===== config.mk =====
export PLATFORM = sky130hd
export DESIGN_NAME = cnn_axi_rd_master
export DESIGN_NICKNAME = d
export VERILOG_FILES = /design/src/rtl/cnn_axi_rd_master.sv
export SDC_FILE = /design/constraint.sdc
export NUM_CORES = 1
export LEC_CHECK = 0
export BUFFER_PORTS_ARGS = -buffer_cell sky130_fd_sc_hd__buf_2
export CAP_MARGIN = 5
export CORE_ASPECT_RATIO = 2
export CORE_MARGIN = 2
export CORE_UTILIZATION = 46
export DETAILED_ROUTE_END_ITERATION = 8
export GPL_TIMING_DRIVEN = 0
export PLACE_DENSITY = 0.8
export SYNTH_ARGS = -nofsm -noshare
export SYNTH_HDL_FRONTEND = slang
export SYNTH_SLANG_ARGS = --single-unit

===== constraint.sdc =====
create_clock -name clk -period 4.83 [get_ports clk]
set_input_delay 0.2415 -clock clk [delete_from_list [all_inputs] [get_ports clk]]
set_output_delay 0.2415 -clock clk [all_outputs]
set_load 0.02 [all_outputs]

===== src/rtl/cnn_axi_rd_master.sv =====
// cnn_axi_rd_master
// AXI3-style read initiator. Fetches a contiguous block of words from
// system memory in INCR bursts of at most MAX_BURST beats, never letting a
// burst cross a 4 KB boundary, with one burst outstanding at a time. Read
// data is passed straight through to a local valid/ready consumer stream.
//
// Ports
//   clk, rst_n          clock, asynchronous active-low reset
//   i_start             command pulse, accepted only when idle
//   i_base_addr         byte address of the first word (low bits ignored)
//   i_len_words         number of words to fetch (0 completes at once)
//   o_busy / o_done     command in progress / one-cycle completion pulse
//   o_err               sticky protocol/response error, cleared on start
//   o_data/o_valid/i_ready   consumer stream (combinational from R channel)
//   ar*                 AXI read address channel (initiator side)
//   r*                  AXI read data channel (initiator side)
module cnn_axi_rd_master #(
  parameter int DATA_WIDTH   = 32,
  parameter int ADDR_WIDTH   = 32,
  parameter int ID_MAX_WIDTH = 12,
  parameter int AXI_ID       = 0,
  parameter int LEN_WIDTH    = 16,
  parameter int MAX_BURST    = 16
) (
  input  logic                    clk,
  input  logic                    rst_n,
  input  logic                    i_start,
  input  logic [ADDR_WIDTH-1:0]   i_base_addr,
  input  logic [LEN_WIDTH-1:0]    i_len_words,
  output logic                    o_busy,
  output logic                    o_done,
  output logic                    o_err,
  output logic [DATA_WIDTH-1:0]   o_data,
  output logic                    o_valid,
  input  logic                    i_ready,
  output logic [ID_MAX_WIDTH-1:0] arid,
  output logic [ADDR_WIDTH-1:0]   araddr,
  output logic [3:0]              arlen,
  output logic [2:0]              arsize,
  output logic [1:0]              arbrust,
  output logic [1:0]              arlock,
  output logic [3:0]              arcache,
  output logic [2:0]              arprot,
  output logic [3:0]              arqos,
  output logic [3:0]              arregion,
  output logic                    arvalid,
  input  logic                    arready,
  input  logic [ID_MAX_WIDTH-1:0] rid,
  input  logic [DATA_WIDTH-1:0]   rdata,
  input  logic [1:0]              rresp,
  input  logic                    rlast,
  input  logic                    rvalid,
  output logic                    rready
);

  localparam int BPB   = DATA_WIDTH / 8;
  localparam int ABITS = $clog2(BPB);
  localparam logic [ADDR_WIDTH-1:0] ALIGN_MASK = ~ADDR_WIDTH'(BPB - 1);

  typedef enum logic [1:0] {
    S_IDLE = 2'd0,
    S_ADDR = 2'd1,
    S_DATA = 2'd2,
    S_DONE = 2'd3
  } state_e;

  state_e                  state_q, state_d;
  logic [ADDR_WIDTH-1:0]   addr_q, addr_d;      // start of the next burst
  logic [LEN_WIDTH-1:0]    rem_q, rem_d;        // words not yet requested
  logic [ADDR_WIDTH-1:0]   araddr_q, araddr_d;
  logic [3:0]              arlen_q, arlen_d;
  logic                    arvalid_q, arvalid_d;
  logic [3:0]              cnt_q, cnt_d;        // beat index inside burst
  logic                    err_q, err_d;
  logic                    busy_q, busy_d;
  logic                    done_q, done_d;

  logic [4:0]              cap_rb_s;
  logic [12:0]             to4k_s;
  logic [4:0]              beats_s;
  logic                    in_data_s;
  logic                    beat_s;
  logic                    last_s;
  logic                    err_beat_s;

  // Burst sizing: min(remaining, MAX_BURST, words left before the 4 KB page end)
  always_comb begin
    if (rem_q < LEN_WIDTH'(MAX_BURST)) begin
      cap_rb_s = 5'(rem_q);
    end else begin
      cap_rb_s = 5'(MAX_BURST);
    end
    to4k_s = (13'd4096 - {1'b0, addr_q[11:0]}) >> ABITS;
    if (13'(cap_rb_s) <= to4k_s) begin
      beats_s = cap_rb_s;
    end else begin
      beats_s = 5'(to4k_s);
    end
  end

  assign in_data_s  = (state_q == S_DATA);
  assign beat_s     = in_data_s & rvalid & i_ready;
  assign last_s     = (cnt_q == arlen_q);
  // rlast must coincide exactly with the counted final beat
  assign err_beat_s = (rresp != 2'b00) || (rid != ID_MAX_WIDTH'(AXI_ID)) || (rlast != last_s);

  // Next-state and datapath update logic
  always_comb begin
    state_d   = state_q;
    addr_d    = addr_q;
    rem_d     = rem_q;
    araddr_d  = araddr_q;
    arlen_d   = arlen_q;
    arvalid_d = arvalid_q;
    cnt_d     = cnt_q;
    err_d     = err_q;
    case (state_q)
      S_IDLE: begin
        if (i_start) begin
          err_d  = 1'b0;
          addr_d = i_base_addr & ALIGN_MASK;
          rem_d  = i_len_words;
          if (i_len_words != {LEN_WIDTH{1'b0}}) begin
            state_d = S_ADDR;
          end else begin
            state_d = S_DONE;
          end
        end else begin
          state_d = S_IDLE;
        end
      end
      S_ADDR: begin
        // First ADDR cycle sizes the burst; arvalid rises from the next cycle.
        if (!arvalid_q) begin
          araddr_d  = addr_q;
          arlen_d   = 4'(beats_s - 5'd1);
          arvalid_d = 1'b1;
          addr_d    = addr_q + (ADDR_WIDTH'(beats_s) << ABITS);
          rem_d     = rem_q - LEN_WIDTH'(beats_s);
        end else if (arready) begin
          arvalid_d = 1'b0;
          cnt_d     = 4'd0;
          state_d   = S_DATA;
        end else begin
          arvalid_d = 1'b1;
        end
      end
      S_DATA: begin
        if (beat_s) begin
          err_d = err_q | err_beat_s;
          if (last_s) begin
            cnt_d = 4'd0;
            if (rem_q != {LEN_WIDTH{1'b0}}) begin
              state_d = S_ADDR;
            end else begin
              state_d = S_DONE;
            end
          end else begin
            cnt_d = cnt_q + 4'd1;
          end
        end else begin
          cnt_d = cnt_q;
        end
      end
      S_DONE: begin
        state_d = S_IDLE;
      end
      default: begin
        state_d   = S_IDLE;
        arvalid_d = 1'b0;
      end
    endcase
    busy_d = (state_d == S_ADDR) || (state_d == S_DATA);
    done_d = (state_d == S_DONE);
  end

  // State and datapath registers
  always_ff @(posedge clk or negedge rst_n) begin
    if (!rst_n) begin
      state_q   <= S_IDLE;
      addr_q    <= {ADDR_WIDTH{1'b0}};
      rem_q     <= {LEN_WIDTH{1'b0}};
      araddr_q  <= {ADDR_WIDTH{1'b0}};
      arlen_q   <= 4'd0;
      arvalid_q <= 1'b0;
      cnt_q     <= 4'd0;
      err_q     <= 1'b0;
      busy_q    <= 1'b0;
      done_q    <= 1'b0;
    end else begin
      state_q   <= state_d;
      addr_q    <= addr_d;
      rem_q     <= rem_d;
      araddr_q  <= araddr_d;
      arlen_q   <= arlen_d;
      arvalid_q <= arvalid_d;
      cnt_q     <= cnt_d;
      err_q     <= err_d;
      busy_q    <= busy_d;
      done_q    <= done_d;
    end
  end

  assign o_busy   = busy_q;
  assign o_done   = done_q;
  assign o_err    = err_q;
  assign o_valid  = in_data_s & rvalid;
  assign o_data   = in_data_s ? rdata : {DATA_WIDTH{1'b0}};
  assign rready   = in_data_s & i_ready;

  assign arid     = ID_MAX_WIDTH'(AXI_ID);
  assign araddr   = araddr_q;
  assign arlen    = arlen_q;
  assign arsize   = 3'(ABITS);
  assign arbrust  = 2'b01;
  assign arlock   = 2'b00;
  assign arcache  = 4'b0000;
  assign arprot   = 3'b000;
  assign arqos    = 4'b0000;
  assign arregion = 4'b0000;
  assign arvalid  = arvalid_q;

endmodule

Yosys cells after proc, flatten, opt, wreduce, memory -nomap -nowiden. Cells that the tools add are included.

Register bits: 94. Bits of input ports: 101. Logic and storage cells: 77.

Add/sub/neg operators: 5. Order comparisons: 2. Equality and inequality tests: 13. Muxes and demuxes: 27. Bitwise gates (word level): 5. Reduce and logical (&&, ||, !) cells: 15.

Operators with widths (number): $mux W32 (3); $pmux W32 S2 (1); $add A32 B7 Y32 (1); $mux W16 (2); $pmux W16 S2 (1); $reduce_bool A16 Y1 (2); $lt A16 B5 Y1 const B (1); $mux W4 (4); $sub A16 B5 Y16 (1); $mux W2 (7); $sub A13 B12 Y13 const A (1); $reduce_bool A12 Y1 (1); $le A5 B11 Y1 (1); $mux W5 (2); $eq A2 B2 Y1 const B (4); $ne A2 B2 Y1 const B (4); $pmux W2 S4 (1); $pmux W4 S2 (1); $reduce_bool A2 Y1 (4); $reduce_and A3 Y1 (2); $add A4 B1 Y4 const B (1); $eq A2 B1 Y1 const B (2); $eq A4 B4 Y1 (1); $mux W1 (4); 11 further kinds (15).

Depth between registers and ports, before layout.
Word-level depth: 7. Mapped depth: 24. Mapped depth without buffers: 22.

Worst setup path before layout. OpenSTA, ideal clock, no wires.

Kind: register -> register. Start: reg rem_q[11]. End: reg addr_q[24]. Arrival: 4.641 ns. Data required time: 4.704 ns. Setup slack: 0.063 ns. Cell stages (with the launch flop): 25. Path through: dfrtp_1 or4_1 buf_2 nor4_4 and4b_1 buf_6 nand2_4 inv_1 ha_1 a21oi_1 nand2_1 nand3_1 a21oi_4 nand2_4 mux2i_2 ha_1 inv_1 fa_1 nor2b_1 o21ai_0 a21boi_0 o21ai_2 nor2_1 o21ai_0 a221o_1.

Longest elaborated chain between the ends: 7.

Ends and longest elaborated chain: from (decl) (line 69) `logic [LEN_WIDTH-1:0] rem_q, rem_d;`; from (signal assigned) (line 182) `rem_q <= {LEN_WIDTH{1'b0}};`; from (signal assigned) (line 193) `rem_q <= rem_d;`; $lt A16 B5 Y1 (*) (line 88) `if (rem_q < LEN_WIDTH'(MAX_BURST)) begin`; $mux W5 (*) (line 88); $le A5 B11 Y1 (line 94) `if (13'(cap_rb_s) <= to4k_s) begin`; $mux W5 (*) (line 94); $add A32 B7 Y32 (*) (line 138) `addr_d = addr_q + (ADDR_WIDTH'(beats_s) << ABITS);`; $mux W32 (*) (line 134) `if (!arvalid_q) begin`; $pmux W32 S2 (*) (line 117) `case (state_q)`; to (signal assigned) (line 181) `addr_q <= {ADDR_WIDTH{1'b0}};`; to (signal assigned) (line 192) `addr_q <= addr_d;`; to (decl) (line 68) `logic [ADDR_WIDTH-1:0] addr_q, addr_d;`.

Every way passes the cells marked *; elsewhere a longest branch is shown, timed or not. The select of a mux whose other input is x is not followed. A chain may end at the register's enable or synchronous reset.

Final worst setup path.
Start: reg rem_q[11]. End: reg rem_q[14].

Longest elaborated chain between the ends: 7.

Ends and longest elaborated chain: $lt A16 B5 Y1 (line 88); $mux W5 (line 88); $le A5 B11 Y1 (line 94); $mux W5 (line 94); $sub A16 B5 Y16 (*) (line 139) `rem_d = rem_q - LEN_WIDTH'(beats_s);`; $mux W16 (*) (line 134); $pmux W16 S2 (*) (line 117).

Marks and branches as above.

==> impl_metrics.yaml <==
detailed_routing:
  drc: 0
  first_pass_iters: 6
  avgViaCountPerCell: 5.736
  postRouteAntennaNets: 0
  drt_first_iter_violations: 508
  vias: 6419
  wl_per_cell_microns: 18.31
  finalWirelength_microns: 20490
layout:
  n_fill_cell: 1123
  ff_latch_area_sq_um: 2253
  multiInputGateArea_sq_um: 3532
  nets: 1086
  fin_util_pct: 62.37
  drive_gt1_share_pct: 32.54
  area_delta_synth_final_pct: 32.59
  final_cell_count_no_fill: 1119
worst_setup_path:
  critPathArrivalTime_ps: 4990
  crit_end: "rem_q[14]"
  critPathMaxFanout: 8
  critPathLaunchType: "register"
  rrSetupSlack_ps: 60
  crit_start: "rem_q[11]"
  reg2reg_depth: 22
  r2r-end: "rem_q[14]"
  required_ps: 5050
  timing.rr.start: "rem_q[11]"
  critical_path_class: "register to register"
  worstSetupEndpointType: "register"
sta:
  hold_viol: 0
  skew_ps: 9.468
  period_share_pct: 98.84
  period_needed_ps: 4774
  fmax_mhz: 209.5
  worst_pin_slew_ps: 833.3
  finalMaxSlewViolations: 0
  hold-worst-slack_ps: 129.7
  rsz0062_at_grt: "yes"
  setup_violations: 0
  relSlewSlack_pct: 44.45
floorplan:
  coreArea_sq_um: 12630
  start_util_pct: 47.04
  fp.dieH_microns: 164.7
  std_cell_rows: 58
  top_level_ports: 209
  dieArea_sq_um: 13890
  die_x_microns: 84.35
clock_tree:
  cts_tree: "built"
  worstSkewPairLatency_ps: 350
  numCtsBuffers: 9
  path_clk_slew_ps: 70
  cts_max_path_buffers: 2
  cts_max_level: 3
  cts_root_buf: "clkbuf_16"
  clock_sinks: 90
yosys:
  syn_area_per_cell_sq_um: 8.192
  synth_area_leaders: "dfrtp_1, nand2_1, a21oi_1"
  ys.flop_type: "dfrtp_1"
  synth-edff-count: 0
  synth.cells.most_frequent: "nand2_1, dfrtp_1, a21oi_1, o21ai_0, nor2_1"
  yosysWarnings: 0
  synth_most_common_cell: "nand2_1"
  ys_types: 76
  yosys.area.top_type_share_pct: 37.92
  syn_area_sq_um: 5939
  ys_ff_latch: 90
  synth-seq-area-share_pct: 37.92
  synth_top_area_cell: "dfrtp_1"
  syn_inst: 725
  synth-async-reset-ratio_pct: 100.0
global_routing:
  track_usage_pct: 27.64
  grt_pass1_wl_microns: 30100
  grt_pass1_vias: 6000
  antenna_found_initial: 1
  grt_max_degree: 55
  grt-ovfl-total: 0
power:
  vdd_drop_max_mv: 0.3228
  leakagePower_nw: 3.853
  pwr_density_cell_nw_per_um2: 651.7
placed_design:
  dp_cells: 1080
  place_hpwl_microns: 14920
  port-buffer-count: 170
  gp_congestion: 0.9419
min_path:
  worstHoldPathType: "input pin to register"
  min-delay-start: "i_base_addr[2]"
status:
  status: "finished, final reports clean"
run:
  maxCapViolations: 0
flip-flops by register name, indices dropped and copies added, names as in the netlist:
register / count
araddr: 30
arlen: 4
arvalid: 1
o_done: 1
o_busy: 1
o_err: 1
state_q: 2
rem_q: 16
addr_q: 30
cnt_q: 4
worst max-delay path: stages, from the launching register on:
cell	delay, ps
dfrtp_1	400
or4_4	540
buf_6	150
nor4_4	150
and4b_1	240
buf_6	150
nand2_4	70
ha_2	330
nand3_2	70
o22ai_4	180
a21oi_4	60
nand2_4	140
mux2i_4	270
ha_2	220
inv_2	40
fa_2	400
a21oi_2	160
o21bai_2	110
a211oi_2	250
nand2_2	180
nor4_4	260
o21ai_1	110
o2bb2ai_1	170
worst min-delay path by stage:
stage | to | slack (ps) | depth (start not counted)
floorplan | addr_q[10] | -50 | 0
global placement | araddr[22] | 450 | 2
detailed placement | rem_q[1] | 340 | 1
CTS | addr_q[2] | 140 | 3
global route | addr_q[2] | 160 | 3
finish | addr_q[2] | 130 | 3
repair_timing:
item | CTS | global route
hold buffers | 1 | 0
endpoints found under the setup margin | 30 | 36
buffers inserted | 8 | 13
resized for setup | 10 | 63
pin swaps | 1 | 14
hold endpoints to repair | 53 | 0
final cells by class:
type	count	share of cell area [%]
Clock buffer	10	2.908
Multi-Input combinational cell	566	44.85
Timing Repair Buffer	193	13.27
Buffer	80	5.895
Clock inverter	6	0.9215
Sequential cell	90	28.61
Antenna cell	1	0.03178
Tap cell	150	2.383
Inverter	23	1.128
report_power, final:
part	leakage (nW)	switching, W	internal (W)
sequential	1.07	0.000364	0.00112
combinational	2.64	0.00186	0.00105
clock	0.144	0.000333	0.000408
cell usage in the layout, fill, tap and decap left out, types with 5 or more instances in the layout:
cell type and n:
a21o_1 5, a21oi_1 51, a21oi_2 8, a22oi_1 5
a31oi_1 12, and2_1 37, and3_1 8, buf_2 169
buf_4 59, clkbuf_1 34, clkbuf_16 9, conb_1 36
dfrtp_1 89, ha_1 13, inv_1 19, nand2_1 126
nand3_1 21, nand4_1 5, nor2_1 37, nor3_1 8
nor4_1 7, o21ai_0 42, o21ai_1 10, o22a_1 10
o22ai_1 5, or3_1 5, xnor2_1 7, xor2_1 6
per-stage QoR:
step / cell area (sq um) / power, W / setup slack [ps] / TNS [ps]
finish: 7875 / 0.005132 / 56.14 / 0
global route: 7873 / 0.005444 / -155.2 / -939.2
CTS: 7533 / 0.004847 / -5.593 / -5.593
detailed placement: 7128 / 0.004055 / -779.9 / -10670
global placement: 7106 / 0.003984 / -683.6 / -8855
floorplan: 6067 / 0.003217 / 63.09 / 0
routing by layer:
metal | global-route usage, % | up-vias | part of all wire, %
li1 | - | 2946 | -
met1 | 28.36 | 2931 | 32
met2 | 51.23 | 446 | 52
met3 | 5.297 | 96 | 8.8
met4 | 16.38 | 0 | 6.4
met5 | 0 | - | 0
kinds of logic after synthesis:
logic type / after synthesis / synth area share, %
XOR/XNOR: 13 / 1.917
flip-flops: 90 / 37.92
buffers and inverters: 103 / 9.100
AND/OR/NAND/NOR: 299 / 24.98
adder cells (fa/ha/maj): 22 / 4.887
other: 2 / 0.1264
AO/OA/AOI/OAI: 191 / 20.14
multiplexers: 5 / 0.9269
No activity file was read; power rests on OpenSTA's default activity.
